--- config.mk ---
export PLATFORM = sky130hd
export DESIGN_NAME = tx_uart
export DESIGN_NICKNAME = d
export VERILOG_FILES = /design/src/rtl/tx_uart_pkg.sv /design/src/rtl/tx_uart_fifo.sv /design/src/rtl/tx_uart.sv
export SDC_FILE = /design/constraint.sdc
export NUM_CORES = 1
export LEC_CHECK = 0
export ABC_AREA = 1
export BUFFER_PORTS_ARGS = -buffer_cell sky130_fd_sc_hd__buf_2
export CAP_MARGIN = 20
export CORE_MARGIN = 2
export CORE_UTILIZATION = 48
export CTS_BUF_LIST = sky130_fd_sc_hd__clkbuf_8
export DETAILED_ROUTE_END_ITERATION = 10
export PLACE_DENSITY = 0.7
export SYNTH_ARGS = -nofsm -noshare
export SYNTH_HDL_FRONTEND = slang
export SYNTH_SLANG_ARGS = --single-unit
--- constraint.sdc ---
create_clock -name clk -period 3.15 [get_ports clk]
set_clock_uncertainty 0.1 [all_clocks]
set_input_delay 0 -clock clk [delete_from_list [all_inputs] [get_ports clk]]
set_output_delay 0 -clock clk [all_outputs]
set_load 0.1 [all_outputs]
--- src/rtl/tx_uart_pkg.sv ---
// Shared UART constants: transmitter FSM encoding, frame geometry, FIFO depth.
package tx_uart_pkg;
  typedef enum logic [1:0] {
    ST_IDLE  = 2'd0,
    ST_START = 2'd1,
    ST_DATA  = 2'd2,
    ST_STOP  = 2'd3
  } tx_state_e;

  localparam int DATA_BITS     = 8;
  localparam int FRAME_BITS    = 10;
  localparam int TX_FIFO_DEPTH = 16;
  localparam int CNT_W         = 17;

  // div=0 is treated as one clock per bit
  function automatic logic [CNT_W-1:0] bit_time(input logic [15:0] d);
    return (d == 16'd0) ? CNT_W'(1) : CNT_W'(d);
  endfunction
endpackage

--- src/rtl/tx_uart_fifo.sv ---
// Show-ahead synchronous FIFO; push ignored when full, pop ignored when empty.
module tx_uart_fifo #(
  parameter int DATA_WIDTH = 8,
  parameter int DEPTH      = 16
) (
  input  logic                  clk,
  input  logic                  resetn,
  input  logic                  i_push,
  input  logic [DATA_WIDTH-1:0] i_din,
  input  logic                  i_pop,
  output logic [DATA_WIDTH-1:0] o_dout,
  output logic                  o_empty,
  output logic                  o_full
);
  localparam int AW = $clog2(DEPTH);

  logic [DATA_WIDTH-1:0] r_mem [DEPTH];
  logic [AW-1:0]         r_wp, r_rp;
  logic [AW:0]           r_cnt;
  logic                  w_push, w_pop;

  assign w_push  = i_push && !o_full;
  assign w_pop   = i_pop && !o_empty;
  assign o_empty = (r_cnt == '0);
  assign o_full  = (r_cnt == (AW+1)'(DEPTH));
  assign o_dout  = r_mem[r_rp];

  always_ff @(posedge clk) begin
    if (w_push) r_mem[r_wp] <= i_din;
  end

  always_ff @(posedge clk) begin
    if (!resetn) begin
      r_wp  <= '0;
      r_rp  <= '0;
      r_cnt <= '0;
    end else begin
      if (w_push) r_wp <= r_wp + 1'b1;
      if (w_pop)  r_rp <= r_rp + 1'b1;
      case ({w_push, w_pop})
        2'b10:   r_cnt <= r_cnt + 1'b1;
        2'b01:   r_cnt <= r_cnt - 1'b1;
        default: r_cnt <= r_cnt;
      endcase
    end
  end
endmodule

--- src/rtl/tx_uart.sv ---
// 8N1 UART transmitter. TX_UART_FIFO_EN selects a 16-entry write FIFO,
// otherwise a single holding register buffers the next byte.
module tx_uart
  import tx_uart_pkg::*;
(
  input  logic        clk,
  input  logic        resetn,
  input  logic [7:0]  tx_data,
  input  logic        data_we,
  input  logic [15:0] div,
  output logic        tx_out,
  output logic        ready,
  output logic        busy
);
  tx_state_e        r_state;
  logic [7:0]       r_shift;
  logic [2:0]       r_bitn;
  logic [CNT_W-1:0] r_cnt, r_bt;
  logic             r_line, r_tx;

  logic             w_accept, w_empty, w_full, w_push, w_pop, w_load, w_bit_end;
  logic [7:0]       w_qdata, w_src;

  assign w_accept  = data_we && !w_full;
  assign w_bit_end = ((r_cnt + 1'b1) == r_bt);
  // a frame starts from IDLE on any byte, or straight out of a finishing stop bit
  assign w_load    = ((r_state == ST_IDLE) && (!w_empty || w_accept)) ||
                     ((r_state == ST_STOP) && w_bit_end && !w_empty);
  assign w_pop     = w_load && !w_empty;
  assign w_src     = w_empty ? tx_data : w_qdata;
  assign w_push    = w_accept && !(w_load && w_empty);

`ifdef TX_UART_FIFO_EN
  tx_uart_fifo #(.DATA_WIDTH(DATA_BITS), .DEPTH(TX_FIFO_DEPTH)) u_fifo (
    .clk    (clk),
    .resetn (resetn),
    .i_push (w_push),
    .i_din  (tx_data),
    .i_pop  (w_pop),
    .o_dout (w_qdata),
    .o_empty(w_empty),
    .o_full (w_full)
  );
`else
  logic       r_hold_vld;
  logic [7:0] r_hold;

  always_ff @(posedge clk) begin
    if (!resetn) begin
      r_hold_vld <= 1'b0;
      r_hold     <= '0;
    end else if (w_push) begin
      r_hold_vld <= 1'b1;
      r_hold     <= tx_data;
    end else if (w_pop) begin
      r_hold_vld <= 1'b0;
    end
  end

  assign w_empty = !r_hold_vld;
  assign w_full  = r_hold_vld;
  assign w_qdata = r_hold;
`endif

  always_ff @(posedge clk) begin
    if (!resetn) begin
      r_state <= ST_IDLE;
      r_shift <= '0;
      r_bitn  <= '0;
      r_cnt   <= '0;
      r_bt    <= CNT_W'(1);
    end else if (w_load) begin
      r_state <= ST_START;
      r_shift <= w_src;
      r_bitn  <= '0;
      r_cnt   <= '0;
      r_bt    <= bit_time(div);
    end else begin
      case (r_state)
        ST_START: begin
          if (w_bit_end) begin
            r_cnt   <= '0;
            r_state <= ST_DATA;
          end else r_cnt <= r_cnt + 1'b1;
        end
        ST_DATA: begin
          if (w_bit_end) begin
            r_cnt   <= '0;
            r_shift <= r_shift >> 1;
            if (r_bitn == 3'(DATA_BITS-1)) r_state <= ST_STOP;
            else r_bitn <= r_bitn + 1'b1;
          end else r_cnt <= r_cnt + 1'b1;
        end
        ST_STOP: begin
          if (w_bit_end) begin
            r_cnt   <= '0;
            r_state <= ST_IDLE;
          end else r_cnt <= r_cnt + 1'b1;
        end
        default: r_cnt <= '0;
      endcase
    end
  end

  // two output stages put the start bit on the wire 2 edges after acceptance
  always_ff @(posedge clk) begin
    if (!resetn) begin
      r_line <= 1'b1;
      r_tx   <= 1'b1;
    end else begin
      case (r_state)
        ST_START: r_line <= 1'b0;
        ST_DATA:  r_line <= r_shift[0];
        default:  r_line <= 1'b1;
      endcase
      r_tx <= r_line;
    end
  end

  assign tx_out = r_tx;
  assign ready  = !w_full;
  assign busy   = (r_state != ST_IDLE) || !w_empty;
endmodule

==> results of run 1 <==
## registers in the layout (all words and copies together), names as in the netlist
name / flops
tx_out: 1
r_hold_vld: 1
r_shift: 8
r_hold: 8
r_cnt: 17
r_state: 2
r_bt: 16
r_bitn: 3
r_line: 1
## synth_stat cells (all sizes together) (3+ instances only)
cell	count	area, um^2
nand2	129	504
nor2	63	259
dfxtp	57	1140
inv	56	210
nand3	52	278
o21ai	36	180
a21oi	17	85.1
ha	9	113
nand4	9	56.3
buf	6	45.0
clkbuf	6	22.5
nand3b	3	22.5
or2	3	18.8
## worst max-delay path: stages (launching register included)
cell and delay (ps):
dfxtp_1 410, ha_1 220, nand2_1 130, nor2_4 200
nand2_1 100, nand3_1 90, nand2_1 60, inv_1 50
nand2_1 50, nor2_1 110, nand3_1 110, nor2_2 180
nand3_4 160, nand2_4 250, inv_2 120, nand2_4 170
o21ai_0 110
## layout make-up
type	instances	area [um^2]
inverters	57	214
flip-flops and latches	57	1140
clock inverters	3	15.0
repair buffers	56	410
multi-input cells	333	1610
clock buffers	12	165
well taps	75	93.8
fillers	550	2380
## stage by stage
step	total power (uW)	util (%)	instances	area, um^2	hold WS, ps
CTS	2400	60.5	593	3640	64.0
floorplan	1600	-	459	3030	29.3
finish	2390	60.5	593	3640	76.6
detailed placement	1750	53.3	553	3210	151
global route	2570	60.5	593	3640	99.6
global placement	1740	53.3	553	3210	144
## final timing paths
check | endpoint | start | slack, ps
min | r_shift[2] | resetn | 80
min reg2reg | tx_out | r_line | 320
max | r_bt[4] | r_cnt[0] | 390
max reg2reg | r_bt[4] | r_cnt[0] | 390
## report_power, final
group | internal (uW) | switching (uW) | total, uW
Combinational | 278 | 561 | 839
Sequential | 852 | 70.9 | 923
Clock | 341 | 285 | 626
Total | 1470 | 917 | 2390
## metal layers
metal  track usage (%)  up-vias
met3              5.57       14
met1              25.9     1309
met4              8.36        0
met2              37.0       70
li1                  -     1583
met5                 0        -
## logic make-up after synthesis
logic type	Yosys count	synth area share (%)
AOI/OAI and AO/OA	57	9.71
xor gates and xnor gates	3	0.868
adders and majority gates	9	3.72
buffers and inverters	69	9.30
DFF	57	37.7
and+or+nand+nor	264	38.7
==> results.ini, run 1 <==
[global_route]
grt_pass1_vias = 2768
grt_first_pass_wirelength_mm = 12.3
grt_max_degree = 38
antenna_found_initial = 0
grt_usage_pct = 21.6
grt-ovfl-total = 0

[pwr]
leakage_uw = 0.00160
power.density_mw_per_mm2 = 655
ir_drop_v = 0.000622

[floorplanning]
dieHeight_um = 83.4
initial_utilization_pct = 50.2
die_w_um = 83.4
die-area_mm2 = 0.00696
io_pins = 30
placementRows = 28
core_region_area_mm2 = 0.00603

[final_layout]
final_cell_mix = 125 x nand2_1, 58 x nor2_1, 57 x dfxtp_1
final_common_cell = nand2_1
layout-drive-gt1-share_pct = 11.8
syn_to_final_growth_pct = 20.4
num_antenna_cells = 0
fin_nets = 550

[route]
m1WireLength_mm = 3.16
wl_met2_mm = 3.48
top_layer = met4
wl_per_cell_um = 12.0
drt_first_pass_iters = 4
drc = 0
routed_wl_mm = 7.12
wl_met3_um = 307
avgViaCountPerCell = 5.02
drt_iter0_markers = 173
postRouteAntennaNets = 0
vias = 2976

[timing]
setup_slack_ps = 395
tightest_slew_ps = 895
setup_viol_count_final = 0
min_period_over_period_pct = 87.5
max_clock_freq_mhz = 363
hold_viol_final = 0
rsz0062_at_grt = false
tns_ps = 0
report.final.slew_viol_count = 0
period_needed_ps = 2760
relSlewSlack_pct = 39.7

[job]
drv_cap = 0

[critical_path]
worstSetupPathType = register to register
required_ps = 3260
startpoint_type = register
cp.arrival_ps = 2870
reg2reg_depth = 16
endpoint_kind = register
crit_fanout = 24

[cts]
ctsHoldBuffers = 25
cts-htree-levels = 3
path_clk_slew_ps = 70
cts_buffers = 9
cts-resized-gates = 0
cts_tree = yes
cts.sinks = 57
clock_latency_ps = 340
clockBufferDepth = 2
root_buffer = clkbuf_8
post_cts_buffers = 0

[logic_synthesis]
synthFlopType = dfxtp_1
synth-async-reset-ratio_pct = 0
syn_inst = 459
synth_edf_count = 0
yosys_warnings = 0
synthesis.area_mm2 = 0.00303
syn_nets = 495
avgSynthCellArea_um2 = 6.60
yosysSeqAreaShare_pct = 37.7
synth_cell_type_count = 32
ys_ff_latch = 57

[placed_design]
pre_cts_slack_ps = 439
port_buffers = 29
gp_congestion = 0.873
dp_hpwl_mm = 4.97

[run_status]
status = finished clean

[min_path]
hold_depth = 3
min_path_type = primary input to register

Power figures use the tool's default switching activity.
==> run 2, diff against run 1 <==
- CTS_CLUSTER_DIAMETER: default -> 150
- clock period: 3.15 -> 2.6 ns (I/O delays scaled with it)
==> results.ini, run 2 (synthesized netlist as in run 1, its figures left out) <==
[critical_path]
worstSetupPathType = register to register
endpoint_kind = register
crit_path_top_delay_cell = dfxtp_4
cp.arrival_ps = 2580
startpoint_type = register
r2r-end = r_bt[12]
rr_startpoint = r_cnt[0]
critical-path-max-stage-delay_ps = 380
path_cells = ha_4, nand2_2, nor2_4, nand2_2, nor2_2, nand2_1, nand2_2, nand2_1, nor2_1, nand2_1, nor2_4, nand3_4, nand2_8, buf_4, nand3_1, o21ai_0
reg2reg_depth = 16
crit_fanout = 8
required_ps = 2750
r2r_slack_ps = 170

[timing]
period_needed_ps = 2430
min_period_over_period_pct = 93.3
relSlewSlack_pct = 51.0
setup_slack_ps = 175
max_clock_freq_mhz = 412
tightest_slew_ps = 735
setup_viol_count_final = 0
whs_ps = 126
report.final.slew_viol_count = 0
rsz0062_at_grt = true
hold_viol_final = 0

[placed_design]
placed_cells = 558
pre_cts_slack_ps = 39.4
port_buffers = 29
dp_hpwl_mm = 4.89
gp_congestion = 0.841

[pwr]
ir_drop_v = 0.000814
leakage_uw = 0.00171
p_total_uw = 3210
power.density_mw_per_mm2 = 818

[final_layout]
fillerInstances = 528
regMostFlops = r_cnt
final_common_cell = nand2_1
top_regs = r_cnt (17), r_bt (16)
fin_util_pct = 65.2
num_antenna_cells = 0
layout-drive-gt1-share_pct = 16.9
largest_reg_flops = 17
fin_nets = 564
instances_no_fill = 608
syn_to_final_growth_pct = 29.7
final_cell_mix = 119 x nand2_1, 57 x inv_1, 54 x dfxtp_1

[global_route]
antenna_found_initial = 0
use_met1_pct = 26.8
busiest_layer = met2
grt_max_degree = 38
grt_usage_pct = 21.8
grt_pass1_vias = 2843
grt-ovfl-total = 0
met2_usage_pct = 36.2
grt_first_pass_wirelength_mm = 12.5
grt_use_met3_pct = 4.97

[min_path]
hold_depth = 2
hold_end = r_bt[0]
hold_start = resetn
min_path_type = primary input to register

[route]
drt_first_pass_iters = 4
routed_wl_mm = 7.50
drc = 0
postRouteAntennaNets = 0
wl_per_cell_um = 12.3
vias = 3103
drt_iter0_markers = 151
avgViaCountPerCell = 5.10

[floorplanning]
core_region_area_mm2 = 0.00603
placementRows = 28
dieHeight_um = 83.4
die_w_um = 83.4
initial_utilization_pct = 50.2
die-area_mm2 = 0.00696
io_pins = 30

[run_status]
status = finished clean

[cts]
cts_buffers = 9
clockBufferDepth = 2
root_buffer = clkbuf_8
path_clk_slew_ps = 70
cts.sinks = 57
cts-htree-levels = 3
clock_latency_ps = 330
cts_tree = yes

[job]
drv_cap = 0

run 2: cell count changes in the layout (fill, tap and decap cells not counted), sizes merged:
cell | before | now
buf | 31 | 42
inv | 56 | 58
nand2 | 129 | 132
bufinv | 0 | 1
clkinv | 4 | 2
run 2: how the worst max path moves through the flow:
stage / start / endpoint / slack [ps] / cells past startpoint
6_report: r_cnt[0] / r_bt[12] / 170 / 16
4_1_cts: r_cnt[0] / r_bt[12] / 20 / 14
2_1_floorplan: r_hold_vld / busy / 100 / 3
3_5_place_dp: r_cnt[0] / r_bt[12] / 40 / 14
3_3_place_gp: r_cnt[0] / r_bt[12] / 70 / 14
5_1_grt: r_cnt[0] / r_shift[0] / -60 / 17
run 2: power by group:
group	internal [uW]	total (uW)	switching (uW)	leakage, uW
Sequential	1030	1120	84.8	0.000468
Combinational	437	1230	794	0.00113
Clock	513	862	349	0.000115
Total	1980	3210	1230	0.00171
run 2: layout make-up:
cell class                 instances  area [um^2]  share of cell area (%)
multi-input combinational        336         1740                    44.3
clock buffer                      12          165                    4.21
tap                               75         93.8                    2.39
inverter                          57          216                    5.51
timing repair buffer              67          522                    13.3
clock inverter                     4         42.5                    1.08
sequential                        57         1150                    29.2
run 2: metrics by stage:
stage	setup TNS [ps]	area [um^2]
final	0	3930
after global routing	-109	3930
after CTS	0	3720
after global placement	0	3260
after floorplan	0	3030
after detailed placement	0	3260
run 2: timing repair:
| action | in CTS | in global routing |
|---|---|---|
| hold buffers | 25 | 0 |
| hold endpoints to repair | 29 | 0 |
| setup buffers | 0 | 6 |
| setup endpoints to repair | 0 | 48 |
| resized for setup | 0 | 33 |
run 2: metal layers:
metal,up-vias,part of all wire (%)
met4,0,3.3
met5,-,0
met3,22,4.8
met2,93,48
li1,1612,-
met1,1376,44
run 2: worst max-delay path: cells and delay by family (launching register included):
kind | cells | cell delay [ps]
compound gates | 1 | 120
simple gates | 13 | 1420
buf+inv | 1 | 160
fa+ha+maj | 1 | 150
flops | 1 | 380
==> run 3, diff against run 2 <==
- clock period: 2.6 -> 2.9 ns (I/O delays scaled with it)
==> results.ini, run 3 (synthesized netlist as in run 1, its figures left out) <==
[run_status]
status = finished clean

[timing]
report.final.slew_viol_count = 0
max_clock_freq_mhz = 375
min_period_over_period_pct = 92.1
rsz0062_at_grt = false
tightest_slew_ps = 661
tns_ps = 0
setup_viol_count_final = 0
hold_viol_final = 0
whs_ps = 85.4
relSlewSlack_pct = 55.9
period_needed_ps = 2670

[cts]
cts_tree = yes
cts-htree-levels = 3
cts_buffers = 9
cts.sinks = 57
root_buffer = clkbuf_8
path_clk_slew_ps = 60
clock_latency_ps = 340
clockBufferDepth = 2

[final_layout]
final_common_cell = nand2_1
top_regs = r_cnt (17), r_bt (16)
syn_to_final_growth_pct = 21.5
final_cell_mix = 125 x nand2_1, 58 x inv_1, 58 x nor2_1
num_antenna_cells = 0
largest_reg_flops = 17
instances_no_fill = 596
regMostFlops = r_cnt
fin_nets = 554
layout-drive-gt1-share_pct = 11.9

[critical_path]
critPathTopFamily = simple AND/OR/NAND/NOR gates
r2r-end = r_bt[8]
worstSetupPathType = register to register
crit_fanout = 16
reg2reg_depth = 16
cpMostUsedCell = nand2_1
critical-path-max-stage-delay_ps = 400
required_ps = 3020
path_cells = ha_1, nand2_1, nor2_4, nand2_1, nand3_1, nand2_1, inv_1, nand2_1, nor2_1, nand3_1, nor2_2, nand3_4, nand2_8, inv_2, nand2_4, o21ai_0
crit_path_start = r_cnt[0]
startpoint_type = register
rr_startpoint = r_cnt[0]
crit_path_top_delay_cell = dfxtp_1
cp_num_buf_inv = 2
cp.arrival_ps = 2790
endpoint_kind = register
r2r_slack_ps = 230

[global_route]
grt-ovfl-total = 0
grt_pass1_vias = 2820
grt_usage_pct = 22.1
antenna_found_initial = 0
grt_max_degree = 38
grt_first_pass_wirelength_mm = 12.4

[route]
drt_iter0_markers = 92
vias = 3021
avgViaCountPerCell = 5.07
routed_wl_mm = 7.43
postRouteAntennaNets = 0
drc = 0
wl_per_cell_um = 12.5
drt_first_pass_iters = 4

[placed_design]
port_buffers = 29
dp_hpwl_mm = 5.05
gp_congestion = 0.836
placed_cells = 553

[floorplanning]
initial_utilization_pct = 50.2
io_pins = 30
dieHeight_um = 83.4
die-area_mm2 = 0.00696
die_w_um = 83.4
placementRows = 28
core_region_area_mm2 = 0.00603

[pwr]
ir_drop_v = 0.000695
p_total_uw = 2580
power.density_mw_per_mm2 = 700
leakage_uw = 0.00162

[min_path]
hold_end = r_bt[0]
min_path_type = primary input to register
hold_start = resetn
hold_depth = 2

[job]
drv_cap = 0

-- run 3: changes by cell type in the layout (fill, tap and decap cells not counted), moves of 2 or more --
cell,before,now
nor2_4,6,3
dfxtp_2,2,0
nand2_8,3,1
nand2_1,119,125
buf_4,10,5
nor2_2,5,2
dfxtp_1,54,57
nand2_2,7,2
buf_12,2,0
nand3_2,0,2
nor2_1,52,58
-- run 3: how the worst max path moves through the flow --
| stage | slack [ps] | cells after the start | end |
|---|---|---|---|
| floorplan | 400 | 3 | busy |
| finish | 230 | 16 | r_bt[8] |
| global route | 10 | 17 | r_shift[4] |
| global placement | 300 | 14 | r_bt[13] |
| CTS | 130 | 16 | r_bt[8] |
| detailed placement | 180 | 16 | r_bt[8] |
-- run 3: per-stage QoR --
| step | instance area (um^2) | setup slack [ps] | util (%) |
|---|---|---|---|
| 6_report | 3680 | 230 | 61.1 |
| 2_1_floorplan | 3030 | 398 | - |
| 4_1_cts | 3630 | 129 | 60.2 |
| 3_3_place_gp | 3210 | 301 | 53.3 |
| 5_1_grt | 3680 | 10.2 | 61.1 |
| 3_5_place_dp | 3210 | 181 | 53.3 |
-- run 3: cell type report --
| type | count | area, um^2 |
|---|---|---|
| fillers | 553 | 2350 |
| multi-input cells | 334 | 1640 |
| flip-flops and latches | 57 | 1140 |
| repair buffers | 59 | 433 |
| inverters | 57 | 214 |
| clock buffers | 11 | 151 |
| well taps | 75 | 93.8 |
| clock inverters | 3 | 11.3 |
-- run 3: layer usage --
metal  part of all wire, %  GRT usage (%)  vias to the layer above
met1                    44           24.5                     1362
met2                    50           39.1                       63
met4                   2.6           9.24                        0
met5                     0              0                        -
li1                      -              -                     1581
met3                   3.7           6.96                       15
-- run 3: worst reg2reg max path, stage by stage, from the launching register on --
cell and delay, ps:
dfxtp_1 400, ha_1 240, nand2_1 140, nor2_4 200, nand2_1 120, nand3_1 90, nand2_1 60, inv_1 50
nand2_1 40, nor2_1 100, nand3_1 100, nor2_2 190, nand3_4 180, nand2_8 170, inv_2 90, nand2_4 160
o21ai_0 120
-- run 3: repair_timing --
| item | in CTS | in global routing |
|---|---|---|
| resized for setup | 0 | 4 |
| endpoints found under the hold margin | 27 | 0 |
| setup endpoints to repair | 0 | 23 |
| setup buffers | 0 | 3 |
| hold buffers | 25 | 0 |
-- run 3: report_power, final --
group	switching (uW)	total [uW]	internal [uW]
logic	628	936	307
registers	76.7	1000	926
clock network	299	637	338
total	1000	2580	1570
